--- src/rtl/bird_physics_fx.sv ---
// Fixed-point vertical physics for the player bird: gravity, jumps, ceiling clamp,
// floor and pipe collisions, with an INIT/FLY/DEAD life cycle.
module bird_physics_fx #(
   parameter int unsigned POS_W    = 10,
   parameter int unsigned FRAC_W   = 4,
   parameter int unsigned V_W      = 10,
   parameter int unsigned GRAVITY  = 6,
   parameter int unsigned JUMP_VEL = 96,
   parameter int unsigned MAX_FALL = 128,
   parameter int unsigned Y_MIN    = 0,
   parameter int unsigned Y_MAX    = 464,
   parameter int unsigned START_X  = 160,
   parameter int unsigned START_Y  = 240
) (
   input  logic             Clk,
   input  logic             reset,
   input  logic             Start,
   input  logic             Ack,
   input  logic             FrameTick,
   input  logic             BtnPress,
   input  logic             Collide,
   output logic [POS_W-1:0] Bird_X,
   output logic [POS_W-1:0] Bird_Y,
   output logic [V_W-1:0]   VertSpeed,
   output logic [1:0]       State,
   output logic             Hit
);

   localparam int unsigned YW = POS_W + FRAC_W;
   localparam int unsigned NW = YW + 1;

   localparam logic [YW-1:0]        YSpawn  = YW'(START_Y << FRAC_W);
   localparam logic [YW-1:0]        YTopFx  = YW'(Y_MIN << FRAC_W);
   localparam logic [YW-1:0]        YBotFx  = YW'(Y_MAX << FRAC_W);
   localparam logic signed [NW-1:0] YTopCmp = NW'(Y_MIN << FRAC_W);
   localparam logic signed [NW-1:0] YBotCmp = NW'(Y_MAX << FRAC_W);
   localparam logic signed [V_W:0]  VGrav   = (V_W+1)'(GRAVITY);
   localparam logic signed [V_W:0]  VMax    = (V_W+1)'(MAX_FALL);
   localparam logic signed [V_W:0]  VJump   = (V_W+1)'(JUMP_VEL);

   typedef enum logic [1:0] {
      StInit = 2'd0,
      StFly  = 2'd1,
      StDead = 2'd2
   } state_e;

   state_e                 state_q;
   logic [YW-1:0]          y_fx_q;
   logic signed [V_W-1:0]  v_q;
   logic                   jump_q;
   logic                   hit_q;

   logic signed [V_W:0]    v_grav;
   logic signed [V_W:0]    v_next;
   logic signed [NW-1:0]   y_next;

   // Velocity is one bit wider than stored so gravity cannot wrap before the clamp.
   always_comb begin
      v_grav = {v_q[V_W-1], v_q} + VGrav;
      if (jump_q || BtnPress) begin
         v_next = -VJump;
      end else if (v_grav > VMax) begin
         v_next = VMax;
      end else begin
         v_next = v_grav;
      end
      y_next = $signed({1'b0, y_fx_q}) + $signed({{(NW-V_W-1){v_next[V_W]}}, v_next});
   end

   always_ff @(posedge Clk or posedge reset) begin
      if (reset) begin
         state_q <= StInit;
         y_fx_q  <= YSpawn;
         v_q     <= '0;
         jump_q  <= 1'b0;
         hit_q   <= 1'b0;
      end else begin
         hit_q <= 1'b0;
         case (state_q)
            StInit: begin
               y_fx_q <= YSpawn;
               v_q    <= '0;
               jump_q <= 1'b0;
               if (Start) state_q <= StFly;
            end
            StFly: begin
               if (Collide) begin
                  // Pipe hit wins over a coincident tick; physics is frozen as-is.
                  state_q <= StDead;
                  hit_q   <= 1'b1;
                  jump_q  <= 1'b0;
               end else if (FrameTick) begin
                  jump_q <= 1'b0;
                  if (y_next <= YTopCmp) begin
                     y_fx_q <= YTopFx;
                     v_q    <= '0;
                  end else if (y_next >= YBotCmp) begin
                     y_fx_q  <= YBotFx;
                     v_q     <= '0;
                     state_q <= StDead;
                     hit_q   <= 1'b1;
                  end else begin
                     y_fx_q <= y_next[YW-1:0];
                     v_q    <= v_next[V_W-1:0];
                  end
               end else if (BtnPress) begin
                  jump_q <= 1'b1;
               end
            end
            StDead: begin
               jump_q <= 1'b0;
               if (Ack) begin
                  state_q <= StInit;
                  y_fx_q  <= YSpawn;
                  v_q     <= '0;
               end
            end
            default: begin
               state_q <= StInit;
               jump_q  <= 1'b0;
            end
         endcase
      end
   end

   assign Bird_X    = POS_W'(START_X);
   assign Bird_Y    = y_fx_q[YW-1:FRAC_W];
   assign VertSpeed = v_q;
   assign State     = state_q;
   assign Hit       = hit_q;

endmodule

--- config.mk ---
export PLATFORM = sky130hd
export DESIGN_NAME = bird_physics_fx
export DESIGN_NICKNAME = d
export VERILOG_FILES = /design/src/rtl/bird_physics_fx.sv
export SDC_FILE = /design/constraint.sdc
export NUM_CORES = 1
export LEC_CHECK = 0
export BUFFER_PORTS_ARGS = -buffer_cell sky130_fd_sc_hd__buf_2
export CAP_MARGIN = 20
export CORE_MARGIN = 4
export CORE_UTILIZATION = 39
export CTS_CLUSTER_SIZE = 40
export DETAILED_ROUTE_END_ITERATION = 7
export PLACE_DENSITY = 0.69
export SKIP_LAST_GASP = 1
export SYNTH_ARGS = -nofsm -noshare
export SYNTH_HDL_FRONTEND = slang
export SYNTH_SLANG_ARGS = --single-unit
--- constraint.sdc ---
create_clock -name Clk -period 8.88 [get_ports Clk]
set_input_delay 1.776 -clock Clk [delete_from_list [all_inputs] [get_ports Clk]]
set_output_delay 1.776 -clock Clk [all_outputs]
set_load 0.1 [all_outputs]
==> flow_metrics.tcl <==
set metrics [dict create \
    hpwl_mm 4.65 \
    first_pass_iters 4 \
    ys_warn_count 0 \
    num-fill-cells 655 \
    wl_mm 5.95 \
    dpl_cell_area_sq_um 2670 \
    hold_viol_final 0 \
    antenna_found_initial 0 \
    die_h_microns 89.6 \
    synth_top_area_share_pct 23.1 \
    via_per_inst 5.73 \
    core_area_sq_um 6420 \
    p_comb_share_pct 62.6 \
    port_buffers 29 \
    boundaryPins 40 \
    numCtsBuffers 3 \
    p_sw_mw 0.341 \
    min_period_ns 5.89 \
    slew_headroom_pct 43.0 \
    p_int_mw 0.286 \
    layout_setup_ws_ns 2.99 \
    grt_max_degree 29 \
    tightestPinTransition_ns 0.853 \
    worstSetupPathType "flop to flop" \
    total_power_mw 0.627 \
    synthDistinctLibCells 67 \
    synth_compound_area_share_pct 28.0 \
    die_w_microns 89.6 \
    finalNetCount 337 \
    area_delta_synth_final_pct 5.34 \
    fmax_ghz 0.170 \
    rsz0062_at_grt "false" \
    outcome "finished clean" \
    vdd_ir_drop_max_v 0.000123 \
    synth_edf_count 0 \
    num_rows 29 \
    yosys_register_bits 28 \
    htree_levels 1 \
    fp.dieArea_sq_um 8030 \
    fin_setup_tns_ns 0 \
    syn-mean-instance-area_sq_um 8.61 \
    yosys.area.top_type "dfrtp_1" \
    vias 2235 \
    min_period_over_period_pct 66.3 \
    finalClockSkew_ns 0.00390 \
    cp_max_fo 13 \
    cts_setup_buffers 0 \
    cts_sinks 28 \
    p_seq_share_pct 26.2 \
    synth_area_leaders "dfrtp_1 (23%), ha_1 (7.2%), buf_4 (5.8%)" \
    synth-xor-area-share_pct 4.00 \
    hold_class "flop to flop" \
    cp.required_ns 9.04 \
    cts_buffer_depth 2 \
    worstSkewPairLatency_ns 0.27 \
    power_density_nw_per_um2 229 \
    insertedDiodeCount 0 \
    drc 0 \
    setup_viol 0 \
    synthSimpleGateAreaFrac_pct 21.6 \
    grt_use_total_pct 15.6 \
    synth_top_family_by_area "compound AO/OA/AOI/OAI gates" \
    wire_per_inst_microns 15.2 \
    drive_above_1_share_pct 17.9 \
    final_max_slew_viol_count 0 \
    pre_cts_ws_ns 2.76 \
    synth_cells 302 \
    cts_tree "built" \
    globalplace.congestion 0.837 \
    ys_seq_area_share_pct 27.2 \
    root_buffer "clkbuf_8" \
    synth_fa_ha_area_share_pct 7.99 \
    synth_commonest_cells "dfrtp_1 (24), nor2_1 (24), nand2_1 (22), buf_4 (20), a21oi_1 (19)" \
    drtIter0Drc 124 \
    drv_cap 0 \
    detail-route-antenna-nets 0 \
    leakagePower_nw 1.26 \
    path_clk_slew_ns 0.09 \
    clkPwrFrac_pct 11.2 \
    cp-end-kind "flop" \
    async_flop_share_pct 100 \
    grt_pass1_vias 2095 \
    synth-main-ff-cell "dfrtp_1" \
    critical_path_arrival_ns 6.05 \
    grt_pass1_wl_mm 10.0 \
    gr-total-overflow 0 \
    critical_path.startpoint_type "flop" \
    muxShareOfSynthArea_pct 1.16 \
    initial_core_util_pct 40.5 \
    ctsResizeCount 0 \
    switching_share_pct 54.4 \
    syn-cell-area_sq_um 2600 \
    stdcell_area_sq_um 2740 \
    cts_hold_buffers 0 \
]
==> metal layers <==
| metal | global-route usage [%] | wire, microns | vias to the layer above | part of all wire [%] |
|---|---|---|---|---|
| met4 | 4.47 | 89 | 0 | 1.5 |
| met5 | 0 | 0 | - | 0 |
| met3 | 1.28 | 168 | 9 | 2.8 |
| li1 | - | - | 1124 | - |
| met2 | 25.1 | 2800 | 42 | 47 |
| met1 | 22.4 | 2890 | 1060 | 49 |
==> cell families after synthesis <==
| group | count (synthesis) |
|---|---|
| AO/OA/AOI/OAI | 94 |
| XOR/XNOR | 11 |
| adder cells (fa/ha/maj) | 16 |
| buffers and inverters | 44 |
| flip-flops | 28 |
| multiplexers | 3 |
| other | 2 |
| AND/OR/NAND/NOR | 104 |
==> worst paths after layout <==
path,from,endpoint,slack [ns],depth (start not counted)
setup reg to reg,VertSpeed[1],VertSpeed[7],2.99,17
hold / removal,y_fx_q[2],y_fx_q[2],0.50,2
setup / recovery,VertSpeed[1],VertSpeed[7],2.99,17
max in group asynchronous,reset,y_fx_q[8],6.98,3
min in group asynchronous,reset,State[1],1.42,2
hold reg to reg,y_fx_q[2],y_fx_q[2],0.50,2
==> state kept, by name (all words and copies together) (netlist names) <==
register / count
Hit: 1
State: 2
VertSpeed: 10
jump_q: 1
y_fx_q: 14
==> cell type report <==
cell class                      instances  area [sq um]  share of cell area [%]
Clock buffer                            4          45.0                    1.65
Inverter                               13          48.8                    1.78
Multi-Input combinational cell        238          1670                    61.0
Sequential cell                        28           706                    25.8
Tap cell                               77          96.3                    3.52
Timing Repair Buffer                   30           173                    6.31
==> cells in the final DEF (no fill, tap or decap), types with 5 or more instances in the layout <==
cell type,count
buf_2,29
dfrtp_1,24
nor2_1,24
nand2_1,22
a21oi_1,19
ha_1,15
inv_1,13
conb_1,10
o21ai_0,9
a22o_1,9
nand3_1,8
and2_1,8
or2_2,6
nand2b_1,5
a21o_1,5
xor2_1,5
nor3_1,5
o211ai_1,5
xnor2_1,5
o31ai_1,5
==> metrics by stage <==
stage | cells | util (%) | hold WS (ns)
2_1_floorplan | 310 | - | 0.455
3_3_place_gp | 385 | 41.5 | 0.475
3_5_place_dp | 385 | 41.5 | 0.480
4_1_cts | 389 | 42.2 | 0.502
5_1_grt | 390 | 42.6 | 0.534
6_report | 390 | 42.6 | 0.503
==> power groups by stage <==
stage	registers (mW)	clock network, mW	logic, mW
after floorplan	0.216	0	0.288
after global placement	0.166	0	0.385
after detailed placement	0.166	0	0.389
after CTS	0.164	0.0732	0.390
after global routing	0.167	0.0792	0.422
final	0.165	0.0701	0.392
==> worst max-delay path, stage by stage, from the launching register on <==
cell and delay [ns]:
dfrtp_1 0.47, o2111ai_1 0.59, mux2i_1 0.25, o21ai_0 0.11, nor4b_1 0.52, o311ai_2 0.35
nor2_1 0.21, ha_1 0.20, inv_1 0.06, fa_1 0.42, nand2b_1 0.18, a21oi_1 0.30
nor2_1 0.11, o211a_1 0.29, or2_2 0.35, nor4_4 0.62, nor2_1 0.35, a221o_1 0.39
No activity file was read; power rests on OpenSTA's default activity.
